### src/rtl/alu_multicycle.sv
// Multi-cycle ALU: single-cycle logic/arith ops, shift-add multiply and
// restoring divide, each iterating one bit per cycle.
module alu_multicycle #(
  parameter int unsigned WIDTH = 32
) (
  input  logic             clock,
  input  logic             reset,
  input  logic             start,
  input  logic [WIDTH-1:0] data1,
  input  logic [WIDTH-1:0] data2,
  input  logic [5:0]       operation,
  input  logic [1:0]       ALUOp,
  output logic             busy,
  output logic             done,
  output logic [WIDTH-1:0] aluResult,
  output logic             zero,
  output logic             divByZero
);

  localparam int unsigned CW = $clog2(WIDTH + 1);

  localparam logic [5:0] OP_PASS = 6'h00;
  localparam logic [5:0] OP_ADD  = 6'h01;
  localparam logic [5:0] OP_SUB  = 6'h02;
  localparam logic [5:0] OP_AND  = 6'h03;
  localparam logic [5:0] OP_OR   = 6'h04;
  localparam logic [5:0] OP_XOR  = 6'h05;
  localparam logic [5:0] OP_NOT  = 6'h06;
  localparam logic [5:0] OP_SHL  = 6'h07;
  localparam logic [5:0] OP_SHR  = 6'h08;
  localparam logic [5:0] OP_MUL  = 6'h09;
  localparam logic [5:0] OP_DIV  = 6'h0A;
  localparam logic [5:0] OP_MOD  = 6'h0B;

  typedef enum logic [1:0] {
    S_IDLE,
    S_EXEC_MUL,
    S_EXEC_DIV,
    S_DONE
  } state_t;

  state_t           state_q;
  logic [CW-1:0]    cnt_q;
  logic [WIDTH-1:0] acc_q;      // mul: partial product, div: remainder
  logic [WIDTH-1:0] a_q;        // mul: multiplicand, div: dividend/quotient
  logic [WIDTH-1:0] b_q;        // mul: multiplier, div: divisor
  logic             is_mod_q;
  logic             zero_pend_q;
  logic             dbz_pend_q;
  logic             busy_q;
  logic             done_q;
  logic [WIDTH-1:0] result_q;
  logic             zero_q;
  logic             dbz_q;

  logic [WIDTH-1:0] simple_res_c;
  logic             zero_c;
  logic             is_mul_c;
  logic             is_div_c;
  logic             shamt_big_c;
  logic [WIDTH-1:0] mul_acc_d;
  logic [WIDTH:0]   rem_sh_c;
  logic [WIDTH:0]   rem_sub_c;
  logic             div_ge_c;
  logic [WIDTH-1:0] rem_d;
  logic [WIDTH-1:0] quot_d;
  logic             last_iter_c;

  assign busy      = busy_q;
  assign done      = done_q;
  assign aluResult = result_q;
  assign zero      = zero_q;
  assign divByZero = dbz_q;

  // Decode of the request presented on the inputs while idle
  always_comb begin
    simple_res_c = '0;
    shamt_big_c  = (data2 >= WIDTH'(WIDTH));
    zero_c       = (ALUOp == 2'b10) ? (data1 != data2) : (data1 == data2);
    is_mul_c     = !ALUOp[0] && (operation == OP_MUL);
    is_div_c     = !ALUOp[0] && ((operation == OP_DIV) || (operation == OP_MOD));
    case (ALUOp)
      2'b01:   simple_res_c = data2;
      2'b11:   simple_res_c = data2 << 2;
      default: begin
        case (operation)
          OP_PASS: simple_res_c = data1;
          OP_ADD:  simple_res_c = data1 + data2;
          OP_SUB:  simple_res_c = data1 - data2;
          OP_AND:  simple_res_c = data1 & data2;
          OP_OR:   simple_res_c = data1 | data2;
          OP_XOR:  simple_res_c = data1 ^ data2;
          OP_NOT:  simple_res_c = ~data1;
          OP_SHL:  simple_res_c = shamt_big_c ? '0 : (data1 << data2);
          OP_SHR:  simple_res_c = shamt_big_c ? '0 : (data1 >> data2);
          default: simple_res_c = '0;
        endcase
      end
    endcase
  end

  // One iteration of shift-add multiply and restoring divide
  always_comb begin
    mul_acc_d   = b_q[0] ? (acc_q + a_q) : acc_q;
    rem_sh_c    = {acc_q, a_q[WIDTH-1]};
    rem_sub_c   = rem_sh_c - {1'b0, b_q};
    div_ge_c    = (rem_sh_c >= {1'b0, b_q});
    rem_d       = div_ge_c ? rem_sub_c[WIDTH-1:0] : rem_sh_c[WIDTH-1:0];
    quot_d      = {a_q[WIDTH-2:0], div_ge_c};
    last_iter_c = (cnt_q == CW'(WIDTH - 1));
  end

  always_ff @(posedge clock or posedge reset) begin
    if (reset) begin
      state_q     <= S_IDLE;
      cnt_q       <= '0;
      acc_q       <= '0;
      a_q         <= '0;
      b_q         <= '0;
      is_mod_q    <= 1'b0;
      zero_pend_q <= 1'b0;
      dbz_pend_q  <= 1'b0;
      busy_q      <= 1'b0;
      done_q      <= 1'b0;
      result_q    <= '0;
      zero_q      <= 1'b0;
      dbz_q       <= 1'b0;
    end else begin
      done_q <= 1'b0;
      case (state_q)
        S_IDLE: begin
          if (start) begin
            busy_q      <= 1'b1;
            cnt_q       <= '0;
            acc_q       <= '0;
            a_q         <= data1;
            b_q         <= data2;
            zero_pend_q <= zero_c;
            is_mod_q    <= (operation == OP_MOD);
            dbz_pend_q  <= is_div_c && (data2 == '0);
            if (is_mul_c) begin
              state_q <= S_EXEC_MUL;
            end else if (is_div_c) begin
              state_q <= S_EXEC_DIV;
            end else begin
              state_q  <= S_DONE;
              done_q   <= 1'b1;
              result_q <= simple_res_c;
              zero_q   <= zero_c;
              dbz_q    <= 1'b0;
            end
          end
        end
        S_EXEC_MUL: begin
          acc_q <= mul_acc_d;
          a_q   <= a_q << 1;
          b_q   <= b_q >> 1;
          cnt_q <= cnt_q + CW'(1);
          if (last_iter_c) begin
            state_q  <= S_DONE;
            cnt_q    <= '0;
            done_q   <= 1'b1;
            result_q <= mul_acc_d;
            zero_q   <= zero_pend_q;
            dbz_q    <= 1'b0;
          end
        end
        S_EXEC_DIV: begin
          acc_q <= rem_d;
          a_q   <= quot_d;
          cnt_q <= cnt_q + CW'(1);
          // A zero divisor always "fits": quotient all ones, remainder = dividend
          if (last_iter_c) begin
            state_q  <= S_DONE;
            cnt_q    <= '0;
            done_q   <= 1'b1;
            result_q <= is_mod_q ? rem_d : quot_d;
            zero_q   <= zero_pend_q;
            dbz_q    <= dbz_pend_q;
          end
        end
        S_DONE: begin
          state_q <= S_IDLE;
          busy_q  <= 1'b0;
        end
        default: begin
          state_q <= S_IDLE;
          busy_q  <= 1'b0;
        end
      endcase
    end
  end

endmodule

### config.mk
export PLATFORM = sky130hd
export DESIGN_NAME = alu_multicycle
export DESIGN_NICKNAME = d
export VERILOG_FILES = /design/src/rtl/alu_multicycle.sv
export SDC_FILE = /design/constraint.sdc
export NUM_CORES = 1
export LEC_CHECK = 0
export CELL_PAD_IN_SITES_DETAIL_PLACEMENT = 0
export CELL_PAD_IN_SITES_GLOBAL_PLACEMENT = 1
export CORE_UTILIZATION = 45
export DETAILED_ROUTE_END_ITERATION = 12
export PLACE_DENSITY = 0.78
export SLEW_MARGIN = 0
export SYNTH_ARGS = -nofsm -noshare
export SYNTH_HDL_FRONTEND = slang
export SYNTH_SLANG_ARGS = --single-unit
### constraint.sdc
create_clock -name clock -period 11.8 [get_ports clock]
set_input_delay 1.18 -clock clock [delete_from_list [all_inputs] [get_ports clock]]
set_output_delay 1.18 -clock clock [all_outputs]
set_load 0.02 [all_outputs]
== Word level (Yosys, flattened, before mapping) ==
Cells that the tools add are included.
Storage, ports and cells
  logic and storage cells: 119
  output and inout port bits: 36
  bits in registers: 143
Operators by class
  reductions and logical operators: 21
  eq/ne operators: 26
  add/subtract/negate cells: 5
  bitwise gates (word level): 4
  magnitude comparators: 2
  shift operators: 2
  multiplexer cells: 46
Operator list (count)
  32-bit 2-to-1 mux: 13
  32-bit case mux with 3 select lines: 3
  32-bit case mux with 9 select lines: 1
  32-bit case mux with 2 select lines: 2
  32-bit adder: 2
  32-bit subtractor: 2
  33-bit by 32-bit >= comparator with 1-bit output: 1
  32-bit AND: 1
  32-bit == test: 1
  32-bit by 6-bit >= comparator with 1-bit output (second input constant): 1
  32-bit logical NOT: 1
  32-bit != test: 1
  32-bit inverter: 1
  32-bit bitwise OR: 1
  32-bit by 32-bit left shift with 32-bit output: 1
  32-bit by 32-bit right shift with 32-bit output: 1
  32-bit bitwise XOR: 1
  6-bit by 3-bit == test with 1-bit output (second input constant): 4
  6-bit by 4-bit == test with 1-bit output (second input constant): 4
  1-bit 2-to-1 mux: 16
  6-bit by 2-bit == test with 1-bit output (second input constant): 2
  6-bit 2-to-1 mux: 2
  6-bit case mux with 2 select lines: 1
  2-bit AND reduction: 6
  21 further kinds: 37

== Longest topological paths before layout ==
Gate-level depths: netlist of run 1.
  word-level depth: 8
  mapped depth: 17

== Worst setup path before layout of run 1 ==
OpenSTA, ideal clock, no wires.
  path kind: input to register
  from: input data2[2]
  to: register result_q[24] (netlist: aluResult[24])
  buffers on the path: 5
  stages on the path: 17
  path slack: 6.736 ns
  required time: 11.664 ns
  data arrival time: 4.928 ns
  setup time: 0.136 ns
  path through: clkbuf_1 inv_1 buf_1 clkbuf_1 buf_2 ha_1 buf_2 o21bai_1 a21oi_1 o31ai_1 a211oi_2 o21ai_1 nand3b_1 a221o_1 mux2_2 a221oi_1 a311oi_1
On the way
  cells in the longest elaborated chain, start to end: 8
Ends and longest elaborated chain
  from (decl): line 10  | input logic [WIDTH-1:0] data2,
  32-bit by 6-bit >= comparator with 1-bit output (tied with other cells): line 78  | shamt_big_c = (data2 >= WIDTH'(WIDTH));
  32-bit 2-to-1 mux (on tied branches): line 95, 94
  32-bit case mux with 9 select lines *: line 86  | case (operation)
  32-bit case mux with 2 select lines *: line 82  | case (ALUOp)
  32-bit 2-to-1 mux *: line 143  | end else if (is_div_c) begin
  32-bit 2-to-1 mux *: line 141  | if (is_mul_c) begin
  32-bit 2-to-1 mux *: line 132  | if (start) begin
  32-bit case mux with 3 select lines *: line 130  | case (state_q)
  to (signal assigned): line 148  | result_q <= simple_res_c;
  to (signal assigned): line 163  | result_q <= mul_acc_d;
  to (signal assigned): line 177  | result_q <= is_mod_q ? rem_d : quot_d;
  to (decl): line 52  | logic [WIDTH-1:0] result_q;
Mark *: on every way between the ends. The rest lies on a longest branch, timed or not. The select of a mux whose other input is x is not followed.
A chain may end at the register's enable or synchronous reset.

== Final worst setup path of run 1 ==
  from: input data1[6]
  to: register result_q[18] (netlist: aluResult[18])
On the way
  cells in the longest elaborated chain, start to end: 8
Ends and longest elaborated chain
  from (decl): line 9  | input logic [WIDTH-1:0] data1,
  branches (longest 2 deep; another with 32-bit subtractor)
  32-bit case mux with 9 select lines *: line 86
  32-bit case mux with 2 select lines *: line 82
  32-bit 2-to-1 mux *: line 143
  32-bit 2-to-1 mux *: line 141
  32-bit 2-to-1 mux *: line 132
  32-bit case mux with 3 select lines *: line 130
Every way passes the cells marked *. The select of a mux whose other input is x is not followed.

==> reports/results.ini, run 1 <==
[floorplan]
pin_count = 111
die_area_um2 = 46700
start_util = 0.455
fp.dieH_um = 216
die-width_um = 216
rows = 78
core_um2 = 45300

[critical_path]
r2r_end = aluResult[28]
r2r_start = b_q[0]
crit_chain = clkdlybuf4s50_1 > inv_1 > ha_1 > or3_1 > nor3_1 > a211oi_2 > buf_4 > o211ai_1 > a21oi_1 > a211oi_1 > o21ai_0 > a221oi_1 > a221oi_1
crit_fanout = 11
cpMostUsedCell = a221oi_1
endpoint_kind = flip-flop
cp_num_buf_inv = 3
crit_required_ns = 12.10
critical_path_arrival_ns = 6.06
cp-startpoint = data1[6]
crit_slowest_cell = clkdlybuf4s50_1
reg2reg_depth = 14
start_kind = primary input
path_class = in2reg
crit_family = compound AO/OA/AOI/OAI gates
cp.depth = 13
worstSetupEndpoint = aluResult[18]
rrSetupSlack_ns = 6.72
max_stage_delay_ns = 0.92

[job]
cap_violations = 0

[grt]
grt_pass1_vias = 22000
grt_usage = 0.440
grt_first_pass_wirelength_um = 152000
antenna_found_initial = 6
gr-total-overflow = 0
grt_max_degree = 87

[drt]
first_pass_iters = 6
wl_um = 105000
drc = 0
vias = 24000
drtAntennaViolNets = 0
wl_per_cell_um = 30.8
drtIter0Drc = 3362
via_per_inst = 7.03

[synthesis]
synth-seq-area-share = 0.174
ys_warn_count = 0
yosys_most_used_dff = dfrtp_1
synth_edf_count = 0
async_flop_share = 1.00
syn_area_um2 = 20600
ys_seq_elements = 143
syn_inst = 2820
synth_area_per_cell_um2 = 7.31
synth_cell_types = 96
synthesis.nets = 3063

[sta]
skew_ns = 0.0144
fmax_mhz = 174
hold_viol = 0
finalSetupViolCount = 0
worst_pin_slew_ns = 1.20
timing.setup.tns_ns = 0
drv_slew = 0
period_share = 0.488
maxSlewHeadroom = 0.183
rsz0062_at_grt = no
final.min_clock_period_ns = 5.76

[power_and_ir_drop]
leakage_nw = 9.58
p_comb_frac = 0.721
clkPwrFrac = 0.102
intPower_w = 0.00246
pwr-share-seq = 0.177
p_sw_w = 0.00312
p_sw_frac = 0.559
total_power_w = 0.00559
p_per_area_nw_per_um2 = 246
peakVddDrop_mv = 0.335

[clocking]
cts-root-buf = clkbuf_16
h-tree-depth = 4
clk_latency_ns = 0.48
ctsHoldBuffers = 0
clock-sinks = 143
cts.clk_slew.worst_paths_ns = 0.07
cts_tree = built
cts_resized = 0
cts_setup_buffers = 0
cts_buffers = 17
clock_path_buffers = 2

[cells_and_area]
nFillCells = 4649
finalNetCount = 3035
area_growth_pct = 9.97
final_layout_size_suffix_gt1_frac = 0.0760
multi_input_area_um2 = 15600
regArea_um2 = 3580
final_core_utilization = 0.501

[placed_design]
dp_hpwl_um = 77400
port_buffers = 110
gp_congestion = 1.10

[hold_path]
hp-class = reg2reg

[outcome]
status = completed

[worst min-delay path, cell delays in order, from the launching register on]
cell and delay, ns:
dfrtp_1 0.35, nand2_1 0.05, o21ai_0 0.06
[power by group through the flow]
stage	sequential (W)	combinational (W)	clock [W]
floorplan	0.000935	0.00265	0
global placement	0.000982	0.00384	0
detailed placement	0.000986	0.00389	0
CTS	0.000980	0.00391	0.000567
global route	0.00101	0.00432	0.000587
finish	0.000991	0.00403	0.000569
[sequential cells by signal (all words and copies together) (netlist names), 2 cells and up]
name and cells:
cnt_q 6, a_q 32, aluResult 32, acc_q 32
state_q 2, b_q 32
[area by class of cell]
| class | instances | share of cell area |
|---|---|---|
| antenna | 6 | 0.000662 |
| clock buffer | 19 | 0.0191 |
| clock inverter | 12 | 0.00607 |
| inverter | 148 | 0.0247 |
| multi-input combinational | 2307 | 0.690 |
| sequential | 143 | 0.158 |
| tap | 600 | 0.0331 |
| timing repair buffer | 175 | 0.0689 |
[placed cells by master (no fill, tap or decap), types with 22 or more instances in the layout]
cell type | netlist | layout
nand3_1 | 54 | 54
nor2b_1 | 25 | 25
clkdlybuf4s50_1 | 0 | 104
buf_4 | 6 | 66
nor2_1 | 242 | 235
a21oi_1 | 238 | 238
a21o_1 | 52 | 52
o21ai_0 | 263 | 262
o31ai_1 | 27 | 27
nor3_1 | 62 | 62
ha_1 | 164 | 161
mux2i_1 | 118 | 118
a211oi_1 | 58 | 58
a221oi_1 | 36 | 36
nand4_1 | 23 | 23
a2bb2oi_1 | 34 | 34
xnor2_1 | 43 | 43
and3_1 | 25 | 25
nand2_1 | 350 | 350
inv_1 | 146 | 144
a221o_1 | 22 | 22
dfrtp_1 | 143 | 143
a31oi_1 | 45 | 45
o211ai_1 | 31 | 31
mux4_2 | 36 | 36
[worst min-delay path by stage]
stage / from / endpoint / slack [ns] / depth (start not counted)
floorplan: dbz_pend_q / dbz_pend_q / 0.45 / 2
global placement: zero_pend_q / zero_pend_q / 0.47 / 2
detailed placement: zero_pend_q / zero_pend_q / 0.48 / 2
CTS: zero_pend_q / zero_pend_q / 0.49 / 2
global route: zero_pend_q / zero_pend_q / 0.51 / 2
finish: zero_pend_q / zero_pend_q / 0.49 / 2
[cells in the mapped netlist, types with 8 or more instances]
| master | count | share of area |
|---|---|---|
| a2bb2oi_1 | 34 | 0.014 |
| a22oi_1 | 15 | 0.0055 |
| xnor2_1 | 43 | 0.018 |
| nand2b_1 | 22 | 0.0067 |
| o21ai_0 | 263 | 0.064 |
| mux4_2 | 36 | 0.039 |
| a211oi_1 | 58 | 0.021 |
| o21a_1 | 13 | 0.0047 |
| a221o_1 | 22 | 0.011 |
| nor3_1 | 62 | 0.015 |
| and2_1 | 14 | 0.0042 |
| a211o_1 | 8 | 0.0034 |
| inv_1 | 146 | 0.027 |
| mux2_2 | 19 | 0.010 |
| nor2_1 | 242 | 0.044 |
| nand3_1 | 54 | 0.013 |
| o221ai_1 | 17 | 0.0072 |
| mux2i_1 | 118 | 0.057 |
| a21o_1 | 52 | 0.019 |
| nand2_1 | 350 | 0.064 |
| o211ai_1 | 31 | 0.011 |
| a31oi_1 | 45 | 0.014 |
| a2111oi_0 | 8 | 0.0034 |
| nor4_1 | 20 | 0.0061 |
| o22ai_1 | 17 | 0.0052 |
| o21bai_1 | 18 | 0.0066 |
| nor2b_1 | 25 | 0.0076 |
| ha_1 | 164 | 0.10 |
| or3_1 | 11 | 0.0033 |
| xor2_1 | 10 | 0.0042 |
| nand4_1 | 23 | 0.0070 |
| or2_2 | 14 | 0.0042 |
| a221oi_1 | 36 | 0.015 |
| a21oi_1 | 238 | 0.058 |
| buf_1 | 26 | 0.0047 |
| o31ai_1 | 27 | 0.0098 |
| clkbuf_1 | 165 | 0.030 |
| and3_1 | 25 | 0.0076 |
| buf_2 | 22 | 0.0053 |
| dfrtp_1 | 143 | 0.17 |
| a22o_1 | 9 | 0.0038 |
| o2111ai_1 | 8 | 0.0034 |
[stage by stage]
step	cells	hold slack [ns]	area, um^2	setup slack, ns
CTS	3404	0.492	22700	6.32
detailed placement	3373	0.478	22100	5.85
global placement	3373	0.468	22100	5.90
global route	3408	0.511	22700	6.04
floorplan	2820	0.449	20600	6.74
finish	3410	0.493	22700	6.04
[per-layer routing]
layer | share of wire | vias to the layer above | GRT usage
li1 | - | 10400 | -
met5 | 0 | - | 0
met4 | 0.065 | 0 | 0.247
met1 | 0.40 | 11600 | 0.594
met2 | 0.42 | 1694 | 0.644
met3 | 0.11 | 323 | 0.100
[cells by family after synthesis]
family	share of synthesized area
buffers and inverters	0.0706
and+or+nand+nor	0.196
AOI/OAI and AO/OA	0.324
DFF	0.174
muxes	0.110
adders and majority gates	0.103
xor gates and xnor gates	0.0225
(Power assumes the default switching activity.)
==> run 2: changes to the inputs <==
CORE_UTILIZATION = 42   (was 45)
PLACE_DENSITY = 0.76   (was 0.78)
clock period = 5 ns   (was 11.8 ns; I/O delays follow)
==> run 2 against run 1 <==
Count of clock-buffer cells in the layout down 2. Worst hold slack worse by 0.017 ns. Via count up 1.4%.
==> reports/results.ini, run 2 (synthesized netlist as in run 1, its figures left out) <==
[clocking]
h-tree-depth = 4  ; unchanged
clk_latency_ns = 0.45  ; -0.03 ns
cts_setup_buffers = 0  ; unchanged
cts_tree = built
clock-sinks = 143  ; unchanged
cts_buffers = 17  ; unchanged
clock_path_buffers = 2  ; unchanged
cts.clk_slew.worst_paths_ns = 0.07  ; about the same
cts-root-buf = clkbuf_16
ctsHoldBuffers = 0  ; unchanged
cts_resized = 0  ; unchanged

[drt]
drtIter0Drc = 3506  ; +4.3%
via_per_inst = 6.90  ; -1.8%
wl_um = 111000  ; +5.3%
vias = 24300  ; +1.4%
wl_per_cell_um = 31.4  ; +2.0%
first_pass_iters = 6  ; unchanged
drc = 0  ; unchanged
drtAntennaViolNets = 0  ; unchanged

[sta]
maxSlewHeadroom = 0.269  ; +0.0861
timing.setup.tns_ns = 0  ; unchanged
skew_ns = 0.0108  ; -0.00361 ns
worst_pin_slew_ns = 1.08  ; -0.112 ns
finalSetupViolCount = 0  ; unchanged
fmax_mhz = 227
period_share = 0.880
hold_viol = 0  ; unchanged
rsz0062_at_grt = no
final.min_clock_period_ns = 4.40
drv_slew = 0  ; unchanged

[outcome]
status = completed

[critical_path]
crit_required_ns = 5.34  ; -6.76 ns
crit_family = simple AND/OR/NAND/NOR gates
crit_chain = clkdlybuf4s50_1 > inv_1 > ha_1 > nor4_1 > nand2_1 > nor3_1 > buf_4 > and2_1 > xnor2_1 > o21ai_0 > a22o_1
start_kind = primary input
cp_num_buf_inv = 3  ; unchanged
critical_path_arrival_ns = 4.74  ; -1.32 ns
crit_fanout = 11  ; unchanged
endpoint_kind = flip-flop
path_class = in2reg
max_stage_delay_ns = 1.02  ; +0.10 ns
crit_slowest_cell = clkdlybuf4s50_1

[cells_and_area]
design_area_um2 = 23600  ; +3.9%
finalNetCount = 3135  ; +3.3%
final_common_cell = nand2_1
final_cell_mix = 350 x nand2_1, 262 x o21ai_0, 238 x a21oi_1, 237 x nor2_1, 161 x ha_1
area_growth_pct = 14.3
final_layout_size_suffix_gt1_frac = 0.108  ; +0.0318

[grt]
grt_pass1_vias = 22600  ; +2.8%
gr-total-overflow = 0  ; unchanged
grt_max_degree = 85  ; -2.3%
antenna_found_initial = 3  ; -3
grt_first_pass_wirelength_um = 159000  ; +4.8%
grt_usage = 0.437  ; -0.00320

[power_and_ir_drop]
leakage_nw = 10.1  ; +5.7%
intPower_w = 0.00605  ; +150%
p_sw_frac = 0.555  ; -0.00375
peakVddDrop_mv = 0.697  ; +110%
total_power_w = 0.0136  ; +140%
p_per_area_nw_per_um2 = 578  ; +130%
pwr-share-seq = 0.172  ; -0.005
clkPwrFrac = 0.104  ; +0.002
p_comb_frac = 0.724  ; +0.003
p_sw_w = 0.00756  ; +140%

[floorplan]
rows = 80  ; +2.6%
core_um2 = 48000  ; +6.1%
pin_count = 111  ; unchanged
die-width_um = 224  ; +3.5%
start_util = 0.429  ; -0.0262
die_area_um2 = 50000  ; +7.1%
fp.dieH_um = 224  ; +3.5%

[hold_path]
hp-class = reg2reg

[placed_design]
placed_cell_area_um2 = 22900  ; +3.9%
gp_congestion = 1.08  ; -2.0%
dp_hpwl_um = 84400  ; +9.0%
port_buffers = 110  ; unchanged

[job]
cap_violations = 0  ; unchanged

==> run 2: changes by cell type in the layout (fill, tap and decap cells not counted), sizes merged <==
cell	before	now
clkbuf	19	17
bufinv	2	4
diode	6	1
buf	71	171
==> run 2: final timing paths <==
path / depth (start not counted) / endpoint / startpoint / slack, ns
max: 11 / zero / data1[30] / 0.60
min: 2 / divByZero / divByZero / 0.48
max reg2reg: 11 / aluResult[31] / acc_q[1] / 0.63
min reg2reg: 2 / divByZero / divByZero / 0.48
max in group asynchronous: 3 / dbz_pend_q / reset / 3.61
min in group asynchronous: 2 / aluResult[2] / reset / 0.55
==> run 2: area by class of cell <==
class / instances / area, um^2
Fill cell: 4798 / 24500
Clock buffer: 17 / 425
Timing Repair Buffer: 275 / 2410
Multi-Input combinational cell: 2307 / 15600
Sequential cell: 143 / 3580
Tap cell: 615 / 769
Clock inverter: 14 / 190
Antenna cell: 1 / 2.50
Inverter: 148 / 561
==> run 2: per-stage QoR <==
step           utilization  hold slack [ns]  instances  worst slack (ns)
2_1_floorplan            -            0.449       2820             0.616
3_3_place_gp         0.478            0.453       3488             0.381
3_5_place_dp         0.478            0.468       3488             0.369
4_1_cts              0.490            0.483       3519             0.792
5_1_grt              0.490            0.490       3519             0.537
6_report             0.491            0.476       3520             0.602
==> run 2: routing by layer <==
| layer | part of all wire | global-route usage | vias to the layer above | routed length [um] |
|---|---|---|---|---|
| met5 | 0.00024 | 0 | - | 27 |
| li1 | - | - | 10600 | - |
| met1 | 0.40 | 0.580 | 11700 | 44600 |
| met2 | 0.42 | 0.652 | 1643 | 46400 |
| met3 | 0.11 | 0.0919 | 376 | 11800 |
| met4 | 0.070 | 0.254 | 4 | 7750 |
==> run 2: worst reg2reg max path: cells and delay by family (launching register included) <==
family | cells | cell delay [ns]
adders and majority gates | 1 | 0.35
AOI/OAI and AO/OA | 7 | 2.51
muxes | 1 | 0.42
and+or+nand+nor | 2 | 0.50
DFF | 1 | 0.47
==> run 2: power by group through the flow <==
stage	clock network, W	registers (W)	logic, W
after CTS	0.00142	0.00233	0.00960
after floorplan	0	0.00221	0.00625
after global placement	0	0.00233	0.00938
after detailed placement	0	0.00233	0.00954
after global routing	0.00147	0.00239	0.0105
final	0.00142	0.00234	0.00985
